### src/rtl/mdu_iter.sv
// Iterative RV32M multiply/divide unit: one bit per cycle, 32 cycles per operation.
// Optional divider is built only when MDU_DIV_EN is defined; otherwise funct3 4-7 report illegal.
module mdu_iter (
    input  logic        clk,
    input  logic        reset,
    input  logic        start,
    input  logic [2:0]  funct3,
    input  logic [31:0] opA,
    input  logic [31:0] opB,
    input  logic [4:0]  rd,
    output logic        busy,
    output logic        done,
    output logic        wr,
    output logic [4:0]  waddr,
    output logic [31:0] wdata,
    output logic        illegal
);

    typedef enum logic [1:0] {
        IDLE,
        CALC,
        DONE
    } state_t;

    state_t      state_q, state_d;
    logic [2:0]  op_q, op_d;
    logic [4:0]  rd_q, rd_d;
    logic [31:0] mag_a_q, mag_a_d;
    logic [63:0] acc_q, acc_d;
    logic [5:0]  cnt_q, cnt_d;
    logic        neg_q, neg_d;
    logic        busy_q, busy_d;
    logic        done_q, done_d;
    logic        wr_q, wr_d;
    logic [4:0]  waddr_q, waddr_d;
    logic [31:0] wdata_q, wdata_d;
    logic        illegal_q, illegal_d;

    logic        sgn_a, sgn_b, sa, sb;
    logic [31:0] abs_a, abs_b, res;
    logic [32:0] sum33;
    logic [63:0] mul_acc, prod;

`ifdef MDU_DIV_EN
    logic [31:0] mag_b_q, mag_b_d;
    logic        rneg_q, rneg_d;
    logic [32:0] r_sh, diff;
    logic [63:0] div_acc;
    logic [31:0] quo, rem;
`endif

    always_comb begin
        state_d   = state_q;
        op_d      = op_q;
        rd_d      = rd_q;
        mag_a_d   = mag_a_q;
        acc_d     = acc_q;
        cnt_d     = cnt_q;
        neg_d     = neg_q;
        done_d    = 1'b0;
        wr_d      = 1'b0;
        waddr_d   = '0;
        wdata_d   = '0;
        illegal_d = 1'b0;
        res       = '0;

        sgn_a = (funct3 == 3'd1) || (funct3 == 3'd2) || (funct3 == 3'd4) || (funct3 == 3'd6);
        sgn_b = (funct3 == 3'd1) || (funct3 == 3'd4) || (funct3 == 3'd6);
        sa    = opA[31] & sgn_a;
        sb    = opB[31] & sgn_b;
        abs_a = sa ? -opA : opA;
        abs_b = sb ? -opB : opB;

        // Multiplier lives in acc[31:0] and shifts out LSB-first while the product grows in from the top.
        sum33   = {1'b0, acc_q[63:32]} + (acc_q[0] ? {1'b0, mag_a_q} : 33'd0);
        mul_acc = {sum33, acc_q[31:1]};
        prod    = neg_q ? -mul_acc : mul_acc;

`ifdef MDU_DIV_EN
        mag_b_d = mag_b_q;
        rneg_d  = rneg_q;
        // Restoring step: partial remainder in acc[63:32], dividend shifts out of acc[31:0] as quotient shifts in.
        r_sh    = {acc_q[63:32], acc_q[31]};
        diff    = r_sh - {1'b0, mag_b_q};
        div_acc = diff[32] ? {r_sh[31:0], acc_q[30:0], 1'b0}
                           : {diff[31:0], acc_q[30:0], 1'b1};
        quo     = div_acc[31:0];
        rem     = div_acc[63:32];
`endif

        case (state_q)
            IDLE: begin
                if (start) begin
                    op_d  = funct3;
                    rd_d  = rd;
                    cnt_d = '0;
                    neg_d = sa ^ sb;
                    if (funct3[2]) begin
`ifdef MDU_DIV_EN
                        rneg_d  = sa;
                        mag_b_d = abs_b;
                        acc_d   = {32'd0, abs_a};
                        if (opB == 32'd0) begin
                            state_d = DONE;
                            res     = funct3[1] ? opA : 32'hFFFF_FFFF;
                        end else if (!funct3[0] && opA == 32'h8000_0000 && opB == 32'hFFFF_FFFF) begin
                            state_d = DONE;
                            res     = funct3[1] ? 32'd0 : 32'h8000_0000;
                        end else begin
                            state_d = CALC;
                        end
`else
                        state_d   = DONE;
                        illegal_d = 1'b1;
                        done_d    = 1'b1;
`endif
                    end else begin
                        mag_a_d = abs_a;
                        acc_d   = {32'd0, abs_b};
                        state_d = CALC;
                    end
                end
            end
            CALC: begin
                cnt_d = cnt_q + 6'd1;
`ifdef MDU_DIV_EN
                if (op_q[2]) begin
                    acc_d = div_acc;
                    res   = op_q[1] ? (rneg_q ? -rem : rem) : (neg_q ? -quo : quo);
                end else begin
                    acc_d = mul_acc;
                    res   = (op_q == 3'd0) ? prod[31:0] : prod[63:32];
                end
`else
                acc_d = mul_acc;
                res   = (op_q == 3'd0) ? prod[31:0] : prod[63:32];
`endif
                if (cnt_q == 6'd31) begin
                    state_d = DONE;
                end
            end
            DONE: state_d = IDLE;
            default: state_d = IDLE;
        endcase

        busy_d = (state_d != IDLE);
        if (state_d == DONE && !illegal_d) begin
            done_d  = 1'b1;
            wr_d    = (rd_d != 5'd0);
            waddr_d = rd_d;
            wdata_d = res;
        end
    end

    always_ff @(posedge clk or negedge reset) begin
        if (!reset) begin
            state_q   <= IDLE;
            op_q      <= '0;
            rd_q      <= '0;
            mag_a_q   <= '0;
            acc_q     <= '0;
            cnt_q     <= '0;
            neg_q     <= 1'b0;
            busy_q    <= 1'b0;
            done_q    <= 1'b0;
            wr_q      <= 1'b0;
            waddr_q   <= '0;
            wdata_q   <= '0;
            illegal_q <= 1'b0;
`ifdef MDU_DIV_EN
            mag_b_q   <= '0;
            rneg_q    <= 1'b0;
`endif
        end else begin
            state_q   <= state_d;
            op_q      <= op_d;
            rd_q      <= rd_d;
            mag_a_q   <= mag_a_d;
            acc_q     <= acc_d;
            cnt_q     <= cnt_d;
            neg_q     <= neg_d;
            busy_q    <= busy_d;
            done_q    <= done_d;
            wr_q      <= wr_d;
            waddr_q   <= waddr_d;
            wdata_q   <= wdata_d;
            illegal_q <= illegal_d;
`ifdef MDU_DIV_EN
            mag_b_q   <= mag_b_d;
            rneg_q    <= rneg_d;
`endif
        end
    end

    assign busy    = busy_q;
    assign done    = done_q;
    assign wr      = wr_q;
    assign waddr   = waddr_q;
    assign wdata   = wdata_q;
    assign illegal = illegal_q;

endmodule

### config.mk
export PLATFORM = sky130hd
export DESIGN_NAME = mdu_iter
export DESIGN_NICKNAME = d
export VERILOG_FILES = /design/src/rtl/mdu_iter.sv
export SDC_FILE = /design/constraint.sdc
export NUM_CORES = 1
export LEC_CHECK = 0
export BUFFER_PORTS_ARGS = -buffer_cell sky130_fd_sc_hd__buf_2
export CAP_MARGIN = 20
export CORE_AREA = 2 2 144 146
export CTS_BUF_LIST = sky130_fd_sc_hd__clkbuf_16
export DETAILED_ROUTE_END_ITERATION = 8
export DIE_AREA = 0 0 146 148
export PLACE_DENSITY = 0.75
export SETUP_SLACK_MARGIN = 0.5
export SLEW_MARGIN = 5
export SYNTH_ARGS = -nofsm -noshare
export SYNTH_HDL_FRONTEND = slang
export SYNTH_SLANG_ARGS = --single-unit
### constraint.sdc
create_clock -name clk -period 5 [get_ports clk]
set_clock_uncertainty 0.2 [all_clocks]
set_input_delay 1.25 -clock clk [delete_from_list [all_inputs] [get_ports clk]]
set_output_delay 1.25 -clock clk [all_outputs]
set_load 0.02 [all_outputs]
==> summary.md, run 1 <==
| Metric | Value |
|---|---|
| Pre-CTS setup slack | about 0.37 ns |
| Routed length per instance | approximately 18 um |
| Internal | about 3.8 mW |
| Initial Util | 54.4% |
| CTS tree | yes |
| Root Buffer | clkbuf_16 |
| Adder-Cell Fraction of Synth Area | 4.32% |
| Synth top area cells | dfrtp_1 (35%), o21ai_0 (6.7%), xnor2_1 (6.7%) |
| Multiplexer share of the synthesized area | around 1.1% |
| Slowest-stage cell, CP | or4_4 |
| Post-CTS Hold Fix Bufs | 0 |
| Tmin final | around 4.3 ns |
| Seq/Total Area, Yosys | 35.4% |
| HPWL Detailed | 22300 um |
| Synthesized area | 10900 um^2 |
| Antenna violations before repair | 0 |
| Most frequent cells after synthesis | dfrtp_1 (154), nand2_1 (147), o21ai_0 (146) |
| Sink Count | 154 |
| FP Rows | 52 |
| Nets | 1488 |
| Cell taking the most area after synthesis | dfrtp_1 |
| Ys flop type | dfrtp_1 |
| Die area | 21600 um^2 |
| Clock share of power | 18.6% |
| Vias per cell | roughly 6.1 |
| Clock slew at reported path FFs | about 0.070 ns |
| Syn avg cell area | about 8.5 um^2 |
| Worst-case hold slack | roughly 0.27 ns |
| Layout area overhead | 14.9% |
| Psw | 3.34 mW |
| Crit path required time | 5.11 ns |
| Fill cell count | 1787 |
| GP Congestion | about 0.9 |
| Core area | between 20000 and 25000 um^2 |
| CP delay by family, top | simple AND/OR/NAND/NOR gates |
| Skew-Pair Late Insertion Delay | 0.44 ns |
| Die Y | 148 um |
| Share of cells above drive strength 1 | between 15 and 20% |
| DRT antenna net count | 0 |
| Inst Count DP | 1625 |
| Crit path launch type | register |
| Critical path, cell by cell | and2_1 -> ha_1 -> fa_1 -> a21o_1 -> a22o_1 -> nor2b_1 -> or2_2 -> xnor2_1 -> nand4_2 -> or4_4 -> and4bb_1 -> mux2i_1 -> nand2_1 |
| Setup slack, reg-to-reg | 0.68 ns |
| Power Total | 7.15 mW |
| CTS Buffer Depth | 2 |
| LEAKAGE | 5.52 nW |
| Hold WC Path Type | reg2reg |
| Flop pwr share | roughly 29% |
| Placed cell area | between 10000 and 15000 um^2 |
| Clock buffer count from CTS | 17 |
| CP Max Fanout | 7 |
| Yosys top cell area share | around 35% |
| Synth Instances | 1288 |
| Status | complete, no violations |
| Final Instance Count excl. Fillers | 1659 |
| Post-Syn Nets | 1400 |
| Vias in the first global route | ~9700 |
| Relative slew slack | 26.9% |
| Number of flops mapped to enable cells by yosys | 0 |
| Tightest Pin Transition | about 1.1 ns |
| GRT Total Usage | 28.3% |
| H-tree depth | 4 |
| Max-cap viol count | 0 |
| CP Capture Type | register |
| Hold Vio Cnt, Final | 0 |
| Largest net degree at the start of global routing | 104 |
| DRC | 0 |
| Top-count cell post-synth | dfrtp_1 |
| Crit Path Class | reg2reg |
| # port buffers | 115 |
| Compound-Gate Fraction of Synth Area | between 20% and 30% |
| Worst IR Drop VDD | 0.416 mV |
| Diodes inserted | 0 |
| Ys async rst share | 100% |
| PwrDens | 571 nW/um^2 |
| Xor and xnor area share after synthesis | 11.2% |
| Distinct cells, synth | between 70 and 80 |
| DR vias | 10053 |
| Fmax | between 0.2 and 0.25 GHz |
| Yosys warns | 0 |
| First-pass GRT wire length | 49400 um |
| Simple logic cell fraction of the synthesized area | 21.1% |
| Die Wd | 146 um |
| Aggregate global routing overflow | 0 |
| Largest family of logic cells by synthesized area | compound AO/OA/AOI/OAI gates |
| Starting DRT DRC Count | around 840 |
| CP Buf/Inv Count | 0 |
| Number of top-level pins | ~120 |
| Crit share post-route | a little under nine tenths |
| Slowest Stage Delay on Critical Path | between 0.5 and 0.6 ns |
| Worst EP arrival | 4.43 ns |
| Setup tns final | 0 ns |
| Yosys reg bits | 154 |
| Drt first pass iters | 5 |
| RSZ-0062 raised after global routing | true |
| Combinational Power Share | 52.3% |
| Worst setup margin | 0.680 ns |
| Count of final max-slew check failures | 0 |
| Switching share of power | between 40% and 50% |
| Util after Layout | 62.5% |
| Wire length after detailed routing | 30000 um |
| Final Cell Area | 12500 um^2 |
| Final setup vio count | 0 |
## layout by cell type (no fill, tap or decap), types with 6 or more instances in the layout
master | synthesis | final
nor3_1 | 20 | 19
a31oi_1 | 13 | 9
xnor2_1 | 83 | 80
or4_1 | 14 | 13
o21ai_0 | 146 | 146
or2_2 | 8 | 8
nand3_1 | 43 | 43
nor4_1 | 18 | 18
buf_2 | 3 | 114
a211oi_1 | 27 | 26
mux2i_1 | 11 | 11
o31ai_1 | 35 | 32
a22oi_1 | 30 | 30
buf_4 | 0 | 22
nand2_1 | 147 | 147
or3_1 | 16 | 16
a21oi_1 | 69 | 64
a21oi_2 | 1 | 6
nand4_1 | 9 | 9
o41ai_1 | 11 | 10
and3_1 | 10 | 9
o211ai_1 | 9 | 9
and4_1 | 6 | 6
xor2_1 | 56 | 55
ha_1 | 36 | 34
nor2_1 | 75 | 74
o21a_1 | 9 | 9
nand2b_1 | 11 | 9
clkbuf_16 | 0 | 17
a21o_1 | 11 | 11
dfrtp_1 | 154 | 153
and2_1 | 41 | 41
inv_1 | 22 | 22
## worst paths after layout
kind | from | endpoint | depth (start not counted)
worst max-delay path | acc_q[0]$_DFFE_PN0P_ | wdata[31]$_DFF_PN0_ | 13
worst min-delay path | mag_a_q[2]$_DFFE_PN0P_ | mag_a_q[2]$_DFFE_PN0P_ | 2
worst max register to register | acc_q[0]$_DFFE_PN0P_ | wdata[31]$_DFF_PN0_ | 13
worst min register to register | mag_a_q[2]$_DFFE_PN0P_ | mag_a_q[2]$_DFFE_PN0P_ | 2
max in group asynchronous | reset | wdata[16]$_DFF_PN0_ | 2
min in group asynchronous | reset | mag_a_q[28]$_DFFE_PN0P_ | 1
## final cells by class
class                      instances  area, um^2  share of cell area [%]
clock inverter                    15         174                    1.39
timing repair buffer             140         798                    6.38
multi-input combinational       1041        6840                    54.7
inverter                          22        82.6                   0.660
tap                              270         338                    2.70
clock buffer                      17         425                    3.40
sequential                       154        3850                    30.8
## state kept, by name (all words and copies together) (netlist names)
signal   count
illegal      1
wdata       32
neg_q        1
state_q      2
op_q         3
rd_q         5
waddr        5
wr           1
acc_q       64
mag_a_q     32
done         1
busy         1
cnt_q        6
## cells by family after synthesis
group | Yosys count
flip-flops | 154
AND/OR/NAND/NOR | 447
AO/OA/AOI/OAI | 406
buffers and inverters | 93
adder cells (fa/ha/maj) | 37
multiplexers | 12
XOR/XNOR | 139
## per-layer routing
metal	wire length, um	GRT usage, %
met5	0	0
met4	709	9.22
met3	1530	5.15
met2	14400	46.3
met1	13400	38.4
## power groups by stage
stage | registers (mW) | clock network (mW) | logic [mW]
floorplan | 1.89 | 0 | 2.76
global placement | 2.07 | 0 | 3.51
detailed placement | 2.09 | 0 | 3.59
CTS | 2.07 | 1.34 | 3.61
global route | 2.13 | 1.40 | 4.14
finish | 2.08 | 1.33 | 3.74
## worst register-to-register path, stage by stage (launching register included)
cell      delay (ns)
dfrtp_1         0.44
and2_1          0.16
ha_1            0.22
fa_1            0.44
a21o_1          0.22
a22o_1          0.26
nor2b_1         0.18
or2_2           0.33
xnor2_1         0.39
nand4_2         0.26
or4_4           0.52
and4bb_1        0.32
mux2i_1         0.19
nand2_1         0.07
## timing repair
item | in CTS | in global routing
gates resized for setup | 1 | 26
endpoints found under the setup margin | 1 | 12
pin swaps | 0 | 0
buffers inserted | 0 | 1
gates cloned | 0 | 0
Note: power is estimated with default switching activity, not from simulation.
==> run 2, diff against run 1 <==
--- a/config.mk
+++ b/config.mk
@@ -7,12 +7,10 @@
 export LEC_CHECK = 0
 export BUFFER_PORTS_ARGS = -buffer_cell sky130_fd_sc_hd__buf_2
 export CAP_MARGIN = 20
-export CORE_AREA = 2 2 144 146
+export CORE_AREA = 2 2 159 161
 export CTS_BUF_LIST = sky130_fd_sc_hd__clkbuf_16
 export DETAILED_ROUTE_END_ITERATION = 8
-export DIE_AREA = 0 0 146 148
-export PLACE_DENSITY = 0.75
-export SETUP_SLACK_MARGIN = 0.5
+export DIE_AREA = 0 0 161 163
 export SLEW_MARGIN = 5
 export SYNTH_ARGS = -nofsm -noshare
 export SYNTH_HDL_FRONTEND = slang
==> constraint.sdc (replaced) <==
create_clock -name clk -period 5.45 [get_ports clk]
set_clock_uncertainty 0.2 [all_clocks]
set_input_delay 1.3625 -clock clk [delete_from_list [all_inputs] [get_ports clk]]
set_output_delay 1.3625 -clock clk [all_outputs]
set_load 0.02 [all_outputs]
==> run 2 against run 1 <==
Clock power shrank 11%. Final area fell by 0.94%. Die area up 21%. Sequential cell count stayed put. Highest routed layer unchanged. Wire length up 1.5%. Core utilization fell by 12 points. Worst setup slack lost 0.046 ns. Critical path depth unchanged. Total power fell by 10%. Via count down 1.7%. Global-route usage shrank 4.8 points.
==> summary.md, run 2 (same netlist as run 1, synthesis figures left out) <==
| Metric | Value |
|---|---|
| CTS Buffer Depth | 2 (unchanged) |
| Routed length per instance | 17.7 um (-2.0%) |
| Status | complete, no violations |
| Core area | 24700 um^2 (+23%) |
| HPWL Detailed | 22600 um (+1.5%) |
| Slowest Stage Delay on Critical Path | 0.84 ns (+0.32 ns) |
| Antenna violations before repair | 0 (unchanged) |
| # port buffers | 115 (unchanged) |
| Vias in the first global route | 9201 (-4.9%) |
| CP Capture Type | register |
| Setup tns final | 0 ns (unchanged) |
| LEAKAGE | 5.45 nW (-1.1%) |
| Critical path, cell by cell | and2_1 -> ha_1 -> a211oi_1 -> o31ai_1 -> buf_4 -> a31oi_1 -> o31ai_1 -> xnor2_1 -> o2111ai_1 -> or4_1 -> o31ai_1 -> mux2i_1 -> o31ai_1 |
| Crit share post-route | 88.4% (+2.0 points) |
| Die Wd | 161 um (+10%) |
| Clock buffer count from CTS | 17 (unchanged) |
| Root Buffer | clkbuf_16 |
| Wire length after detailed routing | 30500 um (+1.5%) |
| Max reg flops | 64 (unchanged) |
| Fill cell count | 2434 (+36%) |
| Commonest non-fill, non-tap cell in the layout | dfrtp_1 |
| Hold WC Path Type | reg2reg |
| Largest Register | acc_q |
| Number of top-level pins | 116 (unchanged) |
| DR vias | 9881 (-1.7%) |
| Die Y | 163 um (+10%) |
| Crit path required time | 5.54 ns (+0.43 ns) |
| DRT antenna net count | 0 (unchanged) |
| Largest net degree at the start of global routing | 87 (-16%) |
| DRC | 0 (unchanged) |
| Placed cell area | 11800 um^2 (+0.70%) |
| Nets | 1487 (-0.067%) |
| Vias per cell | 5.75 (-5.1%) |
| Inst Count DP | 1686 (+3.8%) |
| Die area | 26200 um^2 (+21%) |
| Final Instance Count excl. Fillers | 1718 (+3.6%) |
| Tmin final | 4.82 ns (+0.496 ns) |
| CTS tree | yes |
| GRT Total Usage | 23.5% (-4.8 points) |
| RSZ-0062 raised after global routing | false |
| Final Cell Area | 12400 um^2 (-0.94%) |
| Worst EP arrival | 4.91 ns (+0.48 ns) |
| Drt first pass iters | 5 (unchanged) |
| Count of final max-slew check failures | 0 (unchanged) |
| CP dominant cell by count | o31ai_1 |
| Post-CTS Hold Fix Bufs | 0 (unchanged) |
| FP Rows | 58 (+12%) |
| Power Total | 6.43 mW (-10%) |
| CP delay by family, top | compound AO/OA/AOI/OAI gates |
| Fmax | 0.208 GHz (-10%) |
| Sink Count | 154 (unchanged) |
| Layout area overhead | 13.8% |
| Skew-Pair Late Insertion Delay | 0.43 ns (about the same) |
| Aggregate global routing overflow | 0 (unchanged) |
| H-tree depth | 4 (unchanged) |
| Diodes inserted | 0 (unchanged) |
| Tightest Pin Transition | 1.06 ns (-0.0342 ns) |
| First-pass GRT wire length | 49100 um (-0.58%) |
| Final setup vio count | 0 (unchanged) |
| CP Buf/Inv Count | 1 (+1) |
| Worst IR Drop VDD | 0.300 mV (-28%) |
| Max-cap viol count | 0 (unchanged) |
| Hold Vio Cnt, Final | 0 (unchanged) |
| Post-CTS setup buffer count | 0 (unchanged) |
| Slowest-stage cell, CP | dfrtp_1 |
| GP Congestion | 0.882 (-4.5%) |
| PwrDens | 518 nW/um^2 (-9.2%) |
| Clock slew at reported path FFs | 0.07 ns (about the same) |
| Post-CTS resize count | 0 (-1) |
| CP Max Fanout | 33 (+26) |
| Relative slew slack | 29.2% (+2.3 points) |
| Crit path launch type | register |
| Most frequent cells in the layout | dfrtp_1 (153), nand2_1 (147), o21ai_0 (146), buf_2 (114), xnor2_1 (83) |
| Share of cells above drive strength 1 | 14.7% (-2.0 points) |
| Initial Util | 44.2% (-10 points) |
| Worst-case hold slack | 0.282 ns (+0.00802 ns) |
| Crit Path Class | reg2reg |
| Starting DRT DRC Count | 734 (-12%) |
[run 2: cell count changes in the layout (fill, tap and decap cells not counted), moves of 4 or more]
cell / change
a21oi_1: +5
a31oi_2: -4
a21oi_2: -5
a31oi_1: +4
[run 2: area by class of cell]
cell class	count	area [um^2]	share of cell area, %
Multi-Input combinational cell	1041	6710	54.1
Sequential cell	154	3850	31.1
Timing Repair Buffer	139	774	6.25
Clock buffer	17	425	3.43
Tap cell	330	413	3.33
Clock inverter	15	140	1.13
Inverter	22	82.6	0.666
[run 2: worst paths after layout]
kind                                      endpoint  depth (start not counted)  slack, ns               startpoint
min in group asynchronous  mag_a_q[27]$_DFFE_PN0P_                          1       0.75                    reset
min                        mag_a_q[24]$_DFFE_PN0P_                          2       0.28  mag_a_q[24]$_DFFE_PN0P_
max in group asynchronous        neg_q$_DFFE_PN0P_                          2       3.41                    reset
min reg2reg                mag_a_q[24]$_DFFE_PN0P_                          2       0.28  mag_a_q[24]$_DFFE_PN0P_
max                            wdata[28]$_DFF_PN0_                         13       0.63     acc_q[0]$_DFFE_PN0P_
max reg2reg                    wdata[28]$_DFF_PN0_                         13       0.63     acc_q[0]$_DFFE_PN0P_
[run 2: worst reg2reg max path, cell delays in order (launching register included)]
cell       delay [ns]
dfrtp_1          0.84
and2_1           0.28
ha_1             0.26
a211oi_1         0.32
o31ai_1          0.12
buf_4            0.16
a31oi_1          0.30
o31ai_1          0.15
xnor2_1          0.42
o2111ai_1        0.36
or4_1            0.67
o31ai_1          0.29
mux2i_1          0.22
o31ai_1          0.09
[run 2: power breakdown]
group	switching, mW	total (mW)	internal [mW]
sequential	0.413	1.92	1.50
combinational	2.04	3.34	1.30
clock	0.538	1.18	0.638
[run 2: per-stage QoR]
| stage | util, % | setup slack, ns |
|---|---|---|
| 3_3_place_gp | 48.0 | 0.734 |
| 5_1_grt | 50.2 | 0.105 |
| 4_1_cts | 50.2 | 0.638 |
| 3_5_place_dp | 48.0 | 0.656 |
| 2_1_floorplan | - | 1.12 |
| 6_report | 50.2 | 0.634 |
[run 2: per-layer routing]
metal / vias up / global-route usage [%] / wire length (um)
met5: - / 0 / 0
met4: 0 / 5.07 / 476
met1: 4751 / 32.7 / 14200
li1: 4865 / - / -
met2: 237 / 38.7 / 14500
met3: 28 / 3.72 / 1290
